## src/rtl/dir_pkg.sv

```systemverilog
// Shared encodings for the direction-key front end: direction codes, FSM states
// and the one-hot key to direction-code helpers.
package dir_pkg;

    localparam int unsigned BTN_W = 4;
    localparam int unsigned DIR_W = 2;

    localparam logic [DIR_W-1:0] DIR_LEFT  = 2'b00;
    localparam logic [DIR_W-1:0] DIR_UP    = 2'b01;
    localparam logic [DIR_W-1:0] DIR_DOWN  = 2'b10;
    localparam logic [DIR_W-1:0] DIR_RIGHT = 2'b11;

    typedef enum logic [2:0] {
        ST_IDLE     = 3'd0,
        ST_DEBOUNCE = 3'd1,
        ST_HELD     = 3'd2,
        ST_REPEAT   = 3'd3,
        ST_RELEASE  = 3'd4
    } state_e;

    function automatic logic [DIR_W-1:0] onehot_to_dir(input logic [BTN_W-1:0] oh);
        logic [DIR_W-1:0] code;
        case (oh)
            4'b0001: code = DIR_LEFT;
            4'b0010: code = DIR_UP;
            4'b0100: code = DIR_DOWN;
            4'b1000: code = DIR_RIGHT;
            default: code = DIR_LEFT;
        endcase
        return code;
    endfunction

    function automatic logic is_single(input logic [BTN_W-1:0] v);
        return (v != '0) && ((v & (v - BTN_W'(1))) == '0);
    endfunction

endpackage

```

## src/rtl/dir_key_encoder_if.sv

```systemverilog
// Button input and direction/strobe output bundle between the key front end
// and its environment.
interface dir_key_encoder_if;
    import dir_pkg::*;

    logic [BTN_W-1:0] BTN_N;
    logic [DIR_W-1:0] Dir_out;
    logic             Enable;
    logic             Held;

    modport master (output BTN_N, input Dir_out, input Enable, input Held);
    modport slave  (input BTN_N, output Dir_out, output Enable, output Held);
endinterface

```

## src/rtl/btn_sync.sv

```systemverilog
// Two-flop synchronizer for the raw active-low buttons; resets to "released".
module btn_sync
    import dir_pkg::*;
(
    input  logic             clk,
    input  logic             rst,
    input  logic [BTN_W-1:0] btn_n_i,
    output logic [BTN_W-1:0] btn_n_o
);

    logic [BTN_W-1:0] meta_q;
    logic [BTN_W-1:0] sync_q;

    always_ff @(posedge clk) begin
        if (rst) begin
            meta_q <= '1;
            sync_q <= '1;
        end else begin
            meta_q <= btn_n_i;
            sync_q <= meta_q;
        end
    end

    assign btn_n_o = sync_q;

endmodule

```

## src/rtl/dir_key_encoder.sv

```systemverilog
// Debounces four direction keys, rejects chords and emits one Enable strobe per
// accepted press, optionally auto-repeating while the key stays held.
module dir_key_encoder
    import dir_pkg::*;
#(
    parameter int unsigned DEBOUNCE_CYCLES = 500000,
    parameter bit          REPEAT_EN       = 1'b1,
    parameter int unsigned REPEAT_DELAY    = 25000000,
    parameter int unsigned REPEAT_PERIOD   = 10000000,
    parameter int unsigned CNT_W           = 25
) (
    input logic              CLOCK,
    input logic              RESET,
    dir_key_encoder_if.slave bus
);

    localparam logic [CNT_W-1:0] DEB_LAST = CNT_W'(DEBOUNCE_CYCLES - 1);
    localparam logic [CNT_W-1:0] DLY_LAST = CNT_W'(REPEAT_DELAY - 1);
    localparam logic [CNT_W-1:0] PER_LAST = CNT_W'(REPEAT_PERIOD - 1);

    logic [BTN_W-1:0] btn_sync_n;
    logic [BTN_W-1:0] pressed;
    logic             single;

    state_e           state_q, state_d;
    logic [CNT_W-1:0] cnt_q, cnt_d, cnt_inc;
    logic [BTN_W-1:0] cand_q, cand_d;
    logic             enable_q, enable_d;
    logic [DIR_W-1:0] dir_q, dir_d;
    logic             held_q, held_d;

    btn_sync u_btn_sync (
        .clk     (CLOCK),
        .rst     (RESET),
        .btn_n_i (bus.BTN_N),
        .btn_n_o (btn_sync_n)
    );

    assign pressed = ~btn_sync_n;
    assign single  = is_single(pressed);
    // Saturating increment so an indefinitely held key never wraps the counter.
    assign cnt_inc = (cnt_q == '1) ? cnt_q : cnt_q + CNT_W'(1);

    always_ff @(posedge CLOCK) begin
        if (RESET) begin
            state_q  <= ST_IDLE;
            cnt_q    <= '0;
            cand_q   <= '0;
            enable_q <= 1'b0;
            dir_q    <= DIR_LEFT;
            held_q   <= 1'b0;
        end else begin
            state_q  <= state_d;
            cnt_q    <= cnt_d;
            cand_q   <= cand_d;
            enable_q <= enable_d;
            dir_q    <= dir_d;
            held_q   <= held_d;
        end
    end

    always_comb begin
        state_d  = state_q;
        cnt_d    = cnt_q;
        cand_d   = cand_q;
        enable_d = 1'b0;
        dir_d    = dir_q;

        case (state_q)
            ST_IDLE: begin
                if (single) begin
                    cand_d  = pressed;
                    cnt_d   = '0;
                    state_d = ST_DEBOUNCE;
                end
            end
            ST_DEBOUNCE: begin
                if (pressed != cand_q) begin
                    cnt_d   = '0;
                    state_d = ST_IDLE;
                end else if (cnt_q == DEB_LAST) begin
                    cnt_d    = '0;
                    enable_d = 1'b1;
                    dir_d    = onehot_to_dir(cand_q);
                    state_d  = ST_HELD;
                end else begin
                    cnt_d = cnt_inc;
                end
            end
            ST_HELD: begin
                if (pressed != cand_q) begin
                    cnt_d   = '0;
                    state_d = ST_RELEASE;
                end else if (REPEAT_EN && (cnt_q == DLY_LAST)) begin
                    cnt_d    = '0;
                    enable_d = 1'b1;
                    state_d  = ST_REPEAT;
                end else begin
                    cnt_d = cnt_inc;
                end
            end
            ST_REPEAT: begin
                if (pressed != cand_q) begin
                    cnt_d   = '0;
                    state_d = ST_RELEASE;
                end else if (cnt_q == PER_LAST) begin
                    cnt_d    = '0;
                    enable_d = 1'b1;
                end else begin
                    cnt_d = cnt_inc;
                end
            end
            ST_RELEASE: begin
                // Every key must stay released for a full debounce window.
                if (pressed != '0) begin
                    cnt_d = '0;
                end else if (cnt_q == DEB_LAST) begin
                    cnt_d   = '0;
                    state_d = ST_IDLE;
                end else begin
                    cnt_d = cnt_inc;
                end
            end
            default: begin
                cnt_d   = '0;
                state_d = ST_IDLE;
            end
        endcase

        held_d = (state_d == ST_HELD) || (state_d == ST_REPEAT);
    end

    assign bus.Enable  = enable_q;
    assign bus.Dir_out = dir_q;
    assign bus.Held    = held_q;

endmodule

```

## src/flat_wrapper.sv

```systemverilog
// flat-port wrapper written by rule: the top's interface ports become plain ports
module dir_key_encoder_flat import dir_pkg::*;
#(
    parameter int unsigned DEBOUNCE_CYCLES = 500000,
    parameter bit          REPEAT_EN       = 1'b1,
    parameter int unsigned REPEAT_DELAY    = 25000000,
    parameter int unsigned REPEAT_PERIOD   = 10000000,
    parameter int unsigned CNT_W           = 25
)
  (CLOCK, RESET, bus_BTN_N, bus_Dir_out, bus_Enable, bus_Held);
  dir_key_encoder_if bus_i ();
  input logic CLOCK;
  input logic RESET;
  input wire logic [$bits(bus_i.BTN_N)-1:0] bus_BTN_N;
  output wire logic [$bits(bus_i.Dir_out)-1:0] bus_Dir_out;
  output wire logic [$bits(bus_i.Enable)-1:0] bus_Enable;
  output wire logic [$bits(bus_i.Held)-1:0] bus_Held;
  assign bus_i.BTN_N = bus_BTN_N;
  assign bus_Dir_out = bus_i.Dir_out;
  assign bus_Enable = bus_i.Enable;
  assign bus_Held = bus_i.Held;
  dir_key_encoder #(.DEBOUNCE_CYCLES(DEBOUNCE_CYCLES), .REPEAT_EN(REPEAT_EN), .REPEAT_DELAY(REPEAT_DELAY), .REPEAT_PERIOD(REPEAT_PERIOD), .CNT_W(CNT_W)) u_core (.CLOCK(CLOCK), .RESET(RESET), .bus(bus_i));
endmodule
```

## config.mk

```make
export PLATFORM = sky130hd
export DESIGN_NAME = dir_key_encoder_flat
export DESIGN_NICKNAME = d
export VERILOG_FILES = /design/src/rtl/dir_pkg.sv /design/src/rtl/dir_key_encoder_if.sv /design/src/rtl/btn_sync.sv /design/src/rtl/dir_key_encoder.sv /design/src/flat_wrapper.sv
export SDC_FILE = /design/constraint.sdc
export NUM_CORES = 1
export LEC_CHECK = 0
export ABC_AREA = 0
export BUFFER_PORTS_ARGS = -buffer_cell sky130_fd_sc_hd__buf_2
export CAP_MARGIN = 10
export CORE_MARGIN = 3
export CORE_UTILIZATION = 40
export DETAILED_ROUTE_END_ITERATION = 8
export GPL_TIMING_DRIVEN = 0
export SLEW_MARGIN = 10
export SYNTH_ARGS = -nofsm -noshare
export SYNTH_HDL_FRONTEND = slang
export SYNTH_SLANG_ARGS = --single-unit
```

## constraint.sdc

```tcl
create_clock -name CLOCK -period 2.95 [get_ports CLOCK]
set_input_delay 0.59 -clock CLOCK [delete_from_list [all_inputs] [get_ports CLOCK]]
set_output_delay 0.59 -clock CLOCK [all_outputs]
set_load 0.1 [all_outputs]
```

==> reports/metrics.csv <==
metric,value,unit
grt_pass1_wl,8600,µm
pre_cts_slack,0.337,ns
grt_max_degree,14,
synth.most_common_cell,dfxtp_1,
critPathRequiredTime,3.14,ns
status,completed,
n_fill_cell,590,
yosys-top-cells-count,"dfxtp_1, nand2_1, nor2_1",
cp-end-kind,flop,
fp-row-count,27,
final_hold_viol_count,0,
final_area,2630,µm²
drv_cap,0,
cts_resized,0,
cts_made_buffers,5,
total_power,1100,µW
vias_per_cell,5.41,
netlist.area_leader.share,36.5,%
path_max_fanout,10,
cts_root_buffer,clkbuf_8,
fmax,384,MHz
crit_arrival,2.79,ns
synth_enable_flop_cells,0,
critPathMaxStageDelay,0.50,ns
core_area,5680,µm²
firstDrtPassIters,4,
drtIter0Drc,171,
syn_area,2410,µm²
syn_to_final_growth,9.24,%
rsz0062_at_grt,no,
synth.area.top_cells,"dfxtp_1, xnor2_1, nand2_1",
grt_pass1_vias,1770,
grtUsageTotal,14.8,%
routed_wl,5030,µm
worst_ir_drop_vdd,0.000270,V
period_share,88.2,%
finalSetupViolCount,0,
die_w,83.6,µm
setup.worst_path.start_class,flop,
dp_hpwl,3710,µm
period_needed,2.60,ns
clk_latency,0.29,ns
drive_above_1_share,17.3,%
ys_seq_area_share,36.5,%
crit_slowest_cell,or4b_4,
critPathKind,flop to flop,
post_cts_buffers,0,
postPlaceCellArea,2540,µm²
async_reset_ff_share,0,%
yosysTopAreaCell,dfxtp_1,
powerDensity,419,nW/µm²
cts.sinks,44,
clk_pin_slew,0.08,ns
synth_flop_cell,dfxtp_1,
overflow,0,
final.setup_skew,0.00559,ns
worst_slew_pin_slew,0.922,ns
fin_ws,0.349,ns
dieHeight,83.6,µm
hold_buffers,0,
critPathTopFamily,simple AND/OR/NAND/NOR gates,
ctsLongestPathBuffers,2,
dieArea,6990,µm²
yosys_warnings,0,
ioPinCount,10,
fin_nets,313,
ys_ff_latch,44,
cts_tree,done,
syn_area_per_cell,8.29,µm²
antenna_left,0,
min_path_type,flop to flop,
crit_buf_inv,1,
leakage,0.000872,µW
cp_cell_sequence,ha_1 > and3_4 > or4b_4 > nor4_4 > nor4bb_2 > o31ai_4 > buf_8 > nor2_2,
antenna_cells,0,
wl_per_cell,13.3,µm
relSlewSlack,38.1,%
vias,2051,
tns,0,ns
ys_types,50,
antenna_found_initial,0,
synth.net_count,298,
port_buffers,8,
drv_slew,0,
place_congestion,0.800,
drc,0,
initial_core_util,42.5,%
htreeDepth,2,
synthCells,291,
==> routing by layer <==
metal	vias to the layer above	GRT usage (%)	wire (µm)
met4	0	3.95	40
met1	919	22.6	2690
met2	41	21.0	2060
met5	-	0	0
met3	4	2.76	236
li1	1087	-	-
==> kinds of logic after synthesis <==
kind of cell,share of synthesized area [%]
flops,36.5
compound gates,14.3
simple gates,36.9
fa+ha+maj,0.519
buf+inv,5.45
mux,0.415
xor+xnor,5.81
==> power breakdown <==
group / internal, µW / switching [µW]
combinational: 41.0 / 64.8
sequential: 605 / 8.64
clock: 187 / 196
total: 832 / 270
==> metrics by stage <==
step	std cells	utilization [%]	hold WS (ns)
floorplan	291	-	0.389
global placement	371	44.8	0.391
detailed placement	371	44.8	0.395
CTS	379	46.4	0.415
global route	379	46.4	0.434
finish	379	46.4	0.414
==> registers in the layout (all words and copies together) (netlist names) <==
signal and count:
u_core.u_btn_sync.meta_q 4, u_core.bus.Enable 1, u_core.bus.Dir_out 2, u_core.u_btn_sync.btn_n_o 4, u_core.cnt_q 25, u_core.cand_q 4, u_core.state_q 3, u_core.bus.Held 1
==> path summary, 6_finish.rpt <==
check / from / endpoint / slack, ns / cells past startpoint
worst min-delay path: u_core.u_btn_sync.meta_q[1] / u_core.u_btn_sync.btn_n_o[1] / 0.41 / 1
worst min register to register: u_core.u_btn_sync.meta_q[1] / u_core.u_btn_sync.btn_n_o[1] / 0.41 / 1
worst max register to register: u_core.cnt_q[0] / u_core.cnt_q[14] / 0.35 / 8
worst max-delay path: u_core.cnt_q[0] / u_core.cnt_q[14] / 0.35 / 8
==> layout make-up <==
type / count / area [µm²] / area share, %
multi-input combinational: 219 / 1400 / 53.1
sequential: 44 / 881 / 33.4
buffer: 22 / 109 / 4.13
tap: 72 / 90.1 / 3.42
clock buffer: 6 / 82.6 / 3.14
timing repair buffer: 8 / 40.0 / 1.52
inverter: 6 / 22.5 / 0.855
clock inverter: 2 / 10.0 / 0.380
==> placed cells by master (no fill, tap or decap), types with 11 or more instances in the layout <==
| cell type | n |
|---|---|
| nor3_1 | 13 |
| buf_2 | 13 |
| nor2_1 | 20 |
| nand3_1 | 14 |
| xnor2_1 | 15 |
| a21oi_1 | 11 |
| nor4_1 | 12 |
| clkbuf_1 | 13 |
| nand2_1 | 27 |
| dfxtp_1 | 44 |
Power figures use the tool's default switching activity.
